===== config.mk =====
export PLATFORM = sky130hd
export DESIGN_NAME = glb_bank_alloc
export DESIGN_NICKNAME = d
export VERILOG_FILES = /design/src/rtl/glb_pkg.sv /design/src/rtl/glb_bank_run_scan.sv /design/src/rtl/glb_bank_alloc.sv
export SDC_FILE = /design/constraint.sdc
export NUM_CORES = 2
export LEC_CHECK = 0
export ABC_AREA = 1
export CAP_MARGIN = 5
export CORE_AREA = 5 5 320 322
export CTS_BUF_LIST = sky130_fd_sc_hd__clkbuf_4 sky130_fd_sc_hd__clkbuf_8
export DETAILED_ROUTE_END_ITERATION = 10
export DIE_AREA = 0 0 325 327
export PLACE_DENSITY = 0.68
export SLEW_MARGIN = 20
export SYNTH_ARGS = -nofsm -noshare
export SYNTH_HDL_FRONTEND = slang
export SYNTH_SLANG_ARGS = --single-unit

===== constraint.sdc =====
create_clock -name clk -period 13.8 [get_ports clk]
set_input_delay 3.45 -clock clk [delete_from_list [all_inputs] [get_ports clk]]
set_output_delay 3.45 -clock clk [all_outputs]
set_load 0.01 [all_outputs]

===== src/rtl/glb_pkg.sv =====
// ---------------------------------------------------------------------------
// glb_pkg
// Shared definitions for the global-buffer bank allocator and its helpers.
//   GLB_NUM_BANK / GLB_NUM_PORT : default bank and port counts
//   alloc_state_e               : allocator FSM states (IDLE, SCAN, RESP)
//   ERR_*                       : response error codes carried on rsp_err
// ---------------------------------------------------------------------------
package glb_pkg;

    localparam int GLB_NUM_BANK = 32;
    localparam int GLB_NUM_PORT = 24;

    typedef enum logic [1:0] {
        IDLE = 2'd0,
        SCAN = 2'd1,
        RESP = 2'd2
    } alloc_state_e;

    localparam logic [1:0] ERR_NONE  = 2'd0;
    localparam logic [1:0] ERR_CNT   = 2'd1;
    localparam logic [1:0] ERR_BUSY  = 2'd2;
    localparam logic [1:0] ERR_SPACE = 2'd3;

endpackage


===== src/rtl/glb_bank_run_scan.sv =====
// ---------------------------------------------------------------------------
// glb_bank_run_scan
// Walks the bank-free vector one bank per cycle looking for an ascending run
// of free banks of the requested length. No wrap-around: a run that would
// cross from the last bank back to bank 0 is never formed.
//
// Ports:
//   clk, rst      clock, synchronous active-high reset
//   i_start       clears the pointer and run length for a new search
//   i_step        evaluate the bank under the pointer this cycle
//   i_bank_free   1 = bank unowned
//   i_num         requested run length
//   o_hit         run of i_num free banks ends at the current pointer
//   o_miss        last bank evaluated without a hit
//   o_first       first bank of the run (valid with o_hit)
// ---------------------------------------------------------------------------
module glb_bank_run_scan #(
    parameter int NUM_BANK = 32,
    parameter int PTR_W    = $clog2(NUM_BANK),
    parameter int NUMB_W   = $clog2(NUM_BANK) + 1
) (
    input  logic                clk,
    input  logic                rst,
    input  logic                i_start,
    input  logic                i_step,
    input  logic [NUM_BANK-1:0] i_bank_free,
    input  logic [NUMB_W-1:0]   i_num,
    output logic                o_hit,
    output logic                o_miss,
    output logic [PTR_W-1:0]    o_first
);

    logic [PTR_W-1:0]  r_ptr;
    logic [NUMB_W-1:0] r_run;
    logic [NUMB_W-1:0] w_run_next;

    // The run grows on a free bank and collapses on an owned one. A hit is
    // declared on the cycle the grown run reaches the requested length, so
    // the run always ends at the current pointer.
    // The start bank is ptr - num + 1; taking the low PTR_W bits of that
    // difference is the same modular result as computing it at NUMB_W width
    // and truncating afterwards.
    always_comb begin
        w_run_next = i_bank_free[r_ptr] ? (r_run + NUMB_W'(1)) : '0;
        o_hit      = i_step && (w_run_next == i_num);
        o_miss     = i_step && !o_hit && (r_ptr == PTR_W'(NUM_BANK - 1));
        o_first    = r_ptr - i_num[PTR_W-1:0] + PTR_W'(1);
    end

    // Pointer and run advance once per evaluated bank; a new search resets
    // both so the walk always starts from bank 0.
    always_ff @(posedge clk) begin
        if (rst || i_start) begin
            r_ptr <= '0;
            r_run <= '0;
        end else if (i_step) begin
            r_ptr <= r_ptr + PTR_W'(1);
            r_run <= w_run_next;
        end
    end

endmodule


===== src/rtl/glb_bank_alloc.sv =====
// ---------------------------------------------------------------------------
// glb_bank_alloc
// Run-time bank allocator for the global buffer. Owns the port/bank
// ownership matrix (cfg_port_bank_flag, row per port), grants contiguous
// runs of free banks on allocate requests and frees whole rows on release.
//
// Ports:
//   clk, rst                   clock, synchronous active-high reset
//   alloc_vld/rdy/port/num     allocate request (port, contiguous bank count)
//   rel_vld/rdy/port           release all banks owned by a port
//   rsp_vld/rdy/ok/err/first   allocate response (err: 0 none, 1 bad count,
//                              2 port busy, 3 no space)
//   cfg_port_bank_flag         ownership matrix, bit p*NUM_BANK+b = port p
//                              owns bank b
//   bank_free                  1 = bank owned by no port
//
// Optional build macro GLB_ALLOC_STAT_EN adds:
//   stat_grant, stat_fail      saturating 16-bit response counters
//   stat_peak_used             highest number of simultaneously owned banks
// ---------------------------------------------------------------------------
module glb_bank_alloc
    import glb_pkg::*;
#(
    parameter int NUM_BANK = GLB_NUM_BANK,
    parameter int NUM_PORT = GLB_NUM_PORT,
    parameter int PORT_W   = $clog2(NUM_PORT),
    parameter int NUMB_W   = $clog2(NUM_BANK) + 1
) (
    input  logic                         clk,
    input  logic                         rst,
    input  logic                         alloc_vld,
    output logic                         alloc_rdy,
    input  logic [PORT_W-1:0]            alloc_port,
    input  logic [NUMB_W-1:0]            alloc_num,
    input  logic                         rel_vld,
    output logic                         rel_rdy,
    input  logic [PORT_W-1:0]            rel_port,
    output logic                         rsp_vld,
    input  logic                         rsp_rdy,
    output logic                         rsp_ok,
    output logic [1:0]                   rsp_err,
    output logic [$clog2(NUM_BANK)-1:0]  rsp_first,
    output logic [NUM_PORT*NUM_BANK-1:0] cfg_port_bank_flag,
    output logic [NUM_BANK-1:0]          bank_free
`ifdef GLB_ALLOC_STAT_EN
    ,
    output logic [15:0]                  stat_grant,
    output logic [15:0]                  stat_fail,
    output logic [NUMB_W-1:0]            stat_peak_used
`endif
);

    localparam int PTR_W = $clog2(NUM_BANK);

    alloc_state_e                           r_state;
    logic [PORT_W-1:0]                      r_port;
    logic [NUMB_W-1:0]                      r_num;
    logic                                   r_rsp_ok;
    logic [1:0]                             r_rsp_err;
    logic [PTR_W-1:0]                       r_rsp_first;
    logic [NUM_PORT-1:0][NUM_BANK-1:0]      r_matrix;

    logic                w_alloc_fire;
    logic                w_rel_fire;
    logic                w_rsp_fire;
    logic                w_num_bad;
    logic                w_port_busy;
    logic                w_scan_start;
    logic                w_scan_step;
    logic                w_hit;
    logic                w_miss;
    logic [PTR_W-1:0]    w_first;
    logic [NUM_BANK-1:0] w_owned;
    logic [NUM_BANK-1:0] w_grant_mask;

    // Handshakes. Release wins a same-cycle collision by dropping alloc_rdy,
    // so the two can never fire together and the matrix has one writer per
    // cycle.
    always_comb begin
        rel_rdy      = (r_state == IDLE);
        alloc_rdy    = (r_state == IDLE) && !rel_vld;
        rsp_vld      = (r_state == RESP);
        w_alloc_fire = alloc_vld && alloc_rdy;
        w_rel_fire   = rel_vld && rel_rdy;
        w_rsp_fire   = rsp_vld && rsp_rdy;
        rsp_ok       = r_rsp_ok;
        rsp_err      = r_rsp_err;
        rsp_first    = r_rsp_first;
    end

    // Request screening: count check comes before the ownership check, and
    // a port may hold only one run at a time.
    always_comb begin
        w_num_bad   = (alloc_num == '0) || (alloc_num > NUMB_W'(NUM_BANK));
        w_port_busy = 1'b0;
        for (int p = 0; p < NUM_PORT; p++) begin
            if (PORT_W'(p) == alloc_port && (|r_matrix[p])) begin
                w_port_busy = 1'b1;
            end
        end
        w_scan_start = w_alloc_fire && !w_num_bad && !w_port_busy;
        w_scan_step  = (r_state == SCAN);
    end

    // A bank is free when no row claims it.
    always_comb begin
        w_owned = '0;
        for (int p = 0; p < NUM_PORT; p++) begin
            w_owned = w_owned | r_matrix[p];
        end
        bank_free          = ~w_owned;
        cfg_port_bank_flag = r_matrix;
    end

    glb_bank_run_scan #(
        .NUM_BANK (NUM_BANK),
        .PTR_W    (PTR_W),
        .NUMB_W   (NUMB_W)
    ) u_scan (
        .clk         (clk),
        .rst         (rst),
        .i_start     (w_scan_start),
        .i_step      (w_scan_step),
        .i_bank_free (bank_free),
        .i_num       (r_num),
        .o_hit       (w_hit),
        .o_miss      (w_miss),
        .o_first     (w_first)
    );

    // Banks first .. first+num-1 of a hit. The run ends at or before the
    // last bank, so first+num never exceeds NUM_BANK and fits NUMB_W.
    always_comb begin
        w_grant_mask = '0;
        for (int b = 0; b < NUM_BANK; b++) begin
            w_grant_mask[b] = (NUMB_W'(b) >= NUMB_W'(w_first)) &&
                              (NUMB_W'(b) <  NUMB_W'(w_first) + r_num);
        end
    end

    // Control FSM. Rejected requests go straight to RESP; accepted ones scan
    // one bank per cycle and land in RESP with either a grant or no-space.
    // Response fields are only written on the way into RESP, so they hold
    // steady while the consumer stalls.
    always_ff @(posedge clk) begin
        if (rst) begin
            r_state     <= IDLE;
            r_port      <= '0;
            r_num       <= '0;
            r_rsp_ok    <= 1'b0;
            r_rsp_err   <= ERR_NONE;
            r_rsp_first <= '0;
        end else begin
            case (r_state)
                IDLE: begin
                    if (w_alloc_fire) begin
                        r_port <= alloc_port;
                        r_num  <= alloc_num;
                        if (w_num_bad) begin
                            r_state     <= RESP;
                            r_rsp_ok    <= 1'b0;
                            r_rsp_err   <= ERR_CNT;
                            r_rsp_first <= '0;
                        end else if (w_port_busy) begin
                            r_state     <= RESP;
                            r_rsp_ok    <= 1'b0;
                            r_rsp_err   <= ERR_BUSY;
                            r_rsp_first <= '0;
                        end else begin
                            r_state <= SCAN;
                        end
                    end
                end
                SCAN: begin
                    if (w_hit) begin
                        r_state     <= RESP;
                        r_rsp_ok    <= 1'b1;
                        r_rsp_err   <= ERR_NONE;
                        r_rsp_first <= w_first;
                    end else if (w_miss) begin
                        r_state     <= RESP;
                        r_rsp_ok    <= 1'b0;
                        r_rsp_err   <= ERR_SPACE;
                        r_rsp_first <= '0;
                    end
                end
                RESP: begin
                    if (w_rsp_fire) begin
                        r_state <= IDLE;
                    end
                end
                default: begin
                    r_state <= IDLE;
                end
            endcase
        end
    end

    // Ownership matrix. The grant is written on the same edge that moves the
    // FSM into RESP, so the new row is visible alongside rsp_vld.
    always_ff @(posedge clk) begin
        if (rst) begin
            r_matrix <= '0;
        end else begin
            for (int p = 0; p < NUM_PORT; p++) begin
                if (w_rel_fire && PORT_W'(p) == rel_port) begin
                    r_matrix[p] <= '0;
                end else if (w_hit && PORT_W'(p) == r_port) begin
                    r_matrix[p] <= r_matrix[p] | w_grant_mask;
                end
            end
        end
    end

`ifdef GLB_ALLOC_STAT_EN
    logic [15:0]       r_stat_grant;
    logic [15:0]       r_stat_fail;
    logic [NUMB_W-1:0] r_stat_peak;
    logic [NUMB_W-1:0] w_used;

    // Number of banks currently owned by any port.
    always_comb begin
        w_used = '0;
        for (int b = 0; b < NUM_BANK; b++) begin
            w_used = w_used + NUMB_W'(w_owned[b]);
        end
    end

    // Outcome counters tick on the response handshake and stick at all-ones;
    // the peak tracks the high-water mark of owned banks.
    always_ff @(posedge clk) begin
        if (rst) begin
            r_stat_grant <= '0;
            r_stat_fail  <= '0;
            r_stat_peak  <= '0;
        end else begin
            if (w_rsp_fire) begin
                if (r_rsp_ok && r_stat_grant != 16'hFFFF) begin
                    r_stat_grant <= r_stat_grant + 16'd1;
                end else if (!r_rsp_ok && r_stat_fail != 16'hFFFF) begin
                    r_stat_fail <= r_stat_fail + 16'd1;
                end
            end
            if (w_used > r_stat_peak) begin
                r_stat_peak <= w_used;
            end
        end
    end

    assign stat_grant     = r_stat_grant;
    assign stat_fail      = r_stat_fail;
    assign stat_peak_used = r_stat_peak;
`endif

endmodule

==> metrics.cfg <==
[grt]
busiest_layer=met2
antenna_found_initial=27
grtUsageMet1_pct=48.0
grt_pass1_wl_um=298000
overflow=0
grt_pass1_vias=38227
met3_usage_pct=10.4
grt_max_degree=116
track_usage_pct=39.5
gr-usage-met2_pct=62.1

[floorplanning]
io-pin-count=832
start_util_pct=36.8
die_w_um=325
die_h_um=327
num_rows=116
core_area_um2=99300
dieArea_um2=106000

[synthesis]
ys_top_cells_by_count=inv_1, nor2_1, dfxtp_1
syn_inst=5194
synth_edf_count=0
synth-seq-area-share_pct=43.8
syn_area_um2=36500
async_flop_share_pct=0
avgSynthCellArea_um2=7.04
syn_nets=5232
yosys_warnings=0
synth.most_common_cell=inv_1
ys.flop_type=dfxtp_1
synth_top_cell_area_share_pct=43.8
synth_cell_type_count=51
synth_seq_cells=800
yosys.area.top_type=dfxtp_1
ys_top_cells_by_area=dfxtp_1, inv_1, nor2_1, nand4_1, o21ai_1

[clock_tree]
post_cts_buffers=0
cts_made_buffers=145
cts.clk_slew.worst_paths_ps=50
h-tree-depth=4
clockBufferDepth=3
cts_tree=yes
postCtsHoldBufs=0
cts_root_buffer=clkbuf_8
cts_resized=0
cts.sinks=800
clkLatencyLatePin_ps=880

[final_layout]
area_delta_synth_final_pct=34.8
fill_cells=9944
nNetsFinal=6037
drive_gt1_share_pct=7.19

[power_and_ir_drop]
intPower_w=0.00392
swShare_pct=39.4
switchingPower_w=0.00255
pwr-share-clk_pct=38.6
leakage_nw=18.4
ir_drop_uv=147
p_per_area_nw_per_um2=131
pwr-share-seq_pct=36.0
p_comb_share_pct=25.3

[min_path]
min_path_type=reg2reg

[sta]
worst_slew_pin_slew_ps=1260
period_share_pct=58.6
max_slew_margin_pct=15.0
rsz0062_at_grt=false
layout_min_cycle_time_ps=8080
final_hold_viol_count=0
fin_ws_ps=5720
setup-tns-final_ps=0
max_freq_ghz=0.124
skew_ps=59.5
slew_viol_final=0
setup_violations=0

[job]
cap_viol_max_count=0

[critical_path]
critPathMaxStageDelay_ps=570
endpoint_kind=output port
crit_fanout=3
worstPathCellList=clkdlybuf4s50_1 -> nor2_1 -> clkdlybuf4s50_1
r2r_slack_ps=7230
path_common_cell=clkdlybuf4s50_1
critical_path_class=in2out
slowest_stage=clkdlybuf4s50_1
setup.worst_path.start_class=input port
required_ps=10350
cp.arrival_ps=4630

[run_status]
status=finished clean

[place]
io_buffers=831
dp_slack_ps=5710
dp_hpwl_um=168000
gp_congestion=1.02

[route]
routedWlPerCell_um=29.9
via_per_inst=5.56
vias=41274
drtAntennaViolNets=0
wl_um=222000
drc=0
drt_iter0_drc=5583
dr.pass1.iters=6

critical path: cells and delay by family:
family,cells,cell delay [ps]
simple gates,1,190
buf+inv,2,1000
worst paths after layout:
path,from,end,depth (start not counted)
setup / recovery,rel_vld,alloc_rdy,3
hold / removal,rsp_first[4],rsp_first[4],2
setup reg to reg,u_scan.r_ptr[1],cfg_port_bank_flag[132],21
hold reg to reg,rsp_first[4],rsp_first[4],2
kinds of logic (layout without fill, tap and decap cells):
group | after synthesis | in the layout | share of synthesized area (%)
flops | 800 | 800 | 43.8
other cells | 0 | 17 | 0
compound gates | 875 | 875 | 13.0
fa+ha+maj | 17 | 17 | 0.623
xor+xnor | 11 | 11 | 0.284
buf+inv | 1650 | 2559 | 18.0
simple gates | 1841 | 1841 | 24.2
routing by layer:
metal	routed length, um	part of all wire, %
met2	97500	44
met3	24900	11
met4	17200	7.7
met1	82300	37
met5	44	0.020
state kept, by name, summed over array words and instances, names as in the netlist:
name	cells
u_scan.r_ptr	5
u_scan.r_run	6
r_port	5
cfg_port_bank_flag	768
rsp_err	2
rsp_ok	1
r_state	2
r_num	6
rsp_first	5
power by group through the flow:
stage	Sequential (W)	Clock (W)	Combinational [W]
detailed placement	0.00238	0	0.00154
global placement	0.00238	0	0.00155
finish	0.00233	0.00250	0.00164
global route	0.00233	0.00260	0.00158
floorplan	0.00237	0	0.000547
CTS	0.00233	0.00249	0.00154
placed cells by master, fill, tap and decap left out, types with 6 or more instances in the layout:
cell type / n
a211oi_1: 8
a21oi_1: 192
and3_1: 9
buf_4: 64
bufinv_16: 6
clkbuf_4: 49
clkbuf_8: 174
clkdlybuf4s50_1: 831
clkinv_1: 6
clkinv_2: 10
dfxtp_1: 800
diode_2: 17
ha_1: 15
inv_1: 1377
inv_2: 21
inv_6: 6
nand2_1: 149
nand3_1: 150
nand3_4: 15
nand4_1: 370
nor2_1: 943
nor2_2: 10
nor3_1: 21
nor3_2: 10
nor3_4: 6
nor4_1: 132
o21ai_0: 256
o21ai_1: 266
o21ai_4: 19
o21bai_1: 113
xor2_1: 7
final cells by class:
cell class / instances / area [um2] / share of cell area (%)
clock buffer: 223 / 2760 / 5.61
tap: 1298 / 1620 / 3.30
timing repair buffer: 899 / 8900 / 18.1
clock inverter: 28 / 368 / 0.747
inverter: 1409 / 5300 / 10.8
sequential: 800 / 16000 / 32.5
antenna: 17 / 42.5 / 0.0863
multi-input combinational: 2744 / 14300 / 28.9
metrics by stage:
step	std cells	total power, W	hold slack, ps	util [%]	area [um2]
after floorplan	5194	0.00292	465	-	36500
final	7418	0.00646	463	49.6	49300
after detailed placement	7146	0.00391	455	46.3	46000
after CTS	7397	0.00636	464	49.5	49100
after global placement	7146	0.00392	451	46.3	46000
after global routing	7408	0.00651	490	49.6	49200
(Power assumes the default switching activity.)
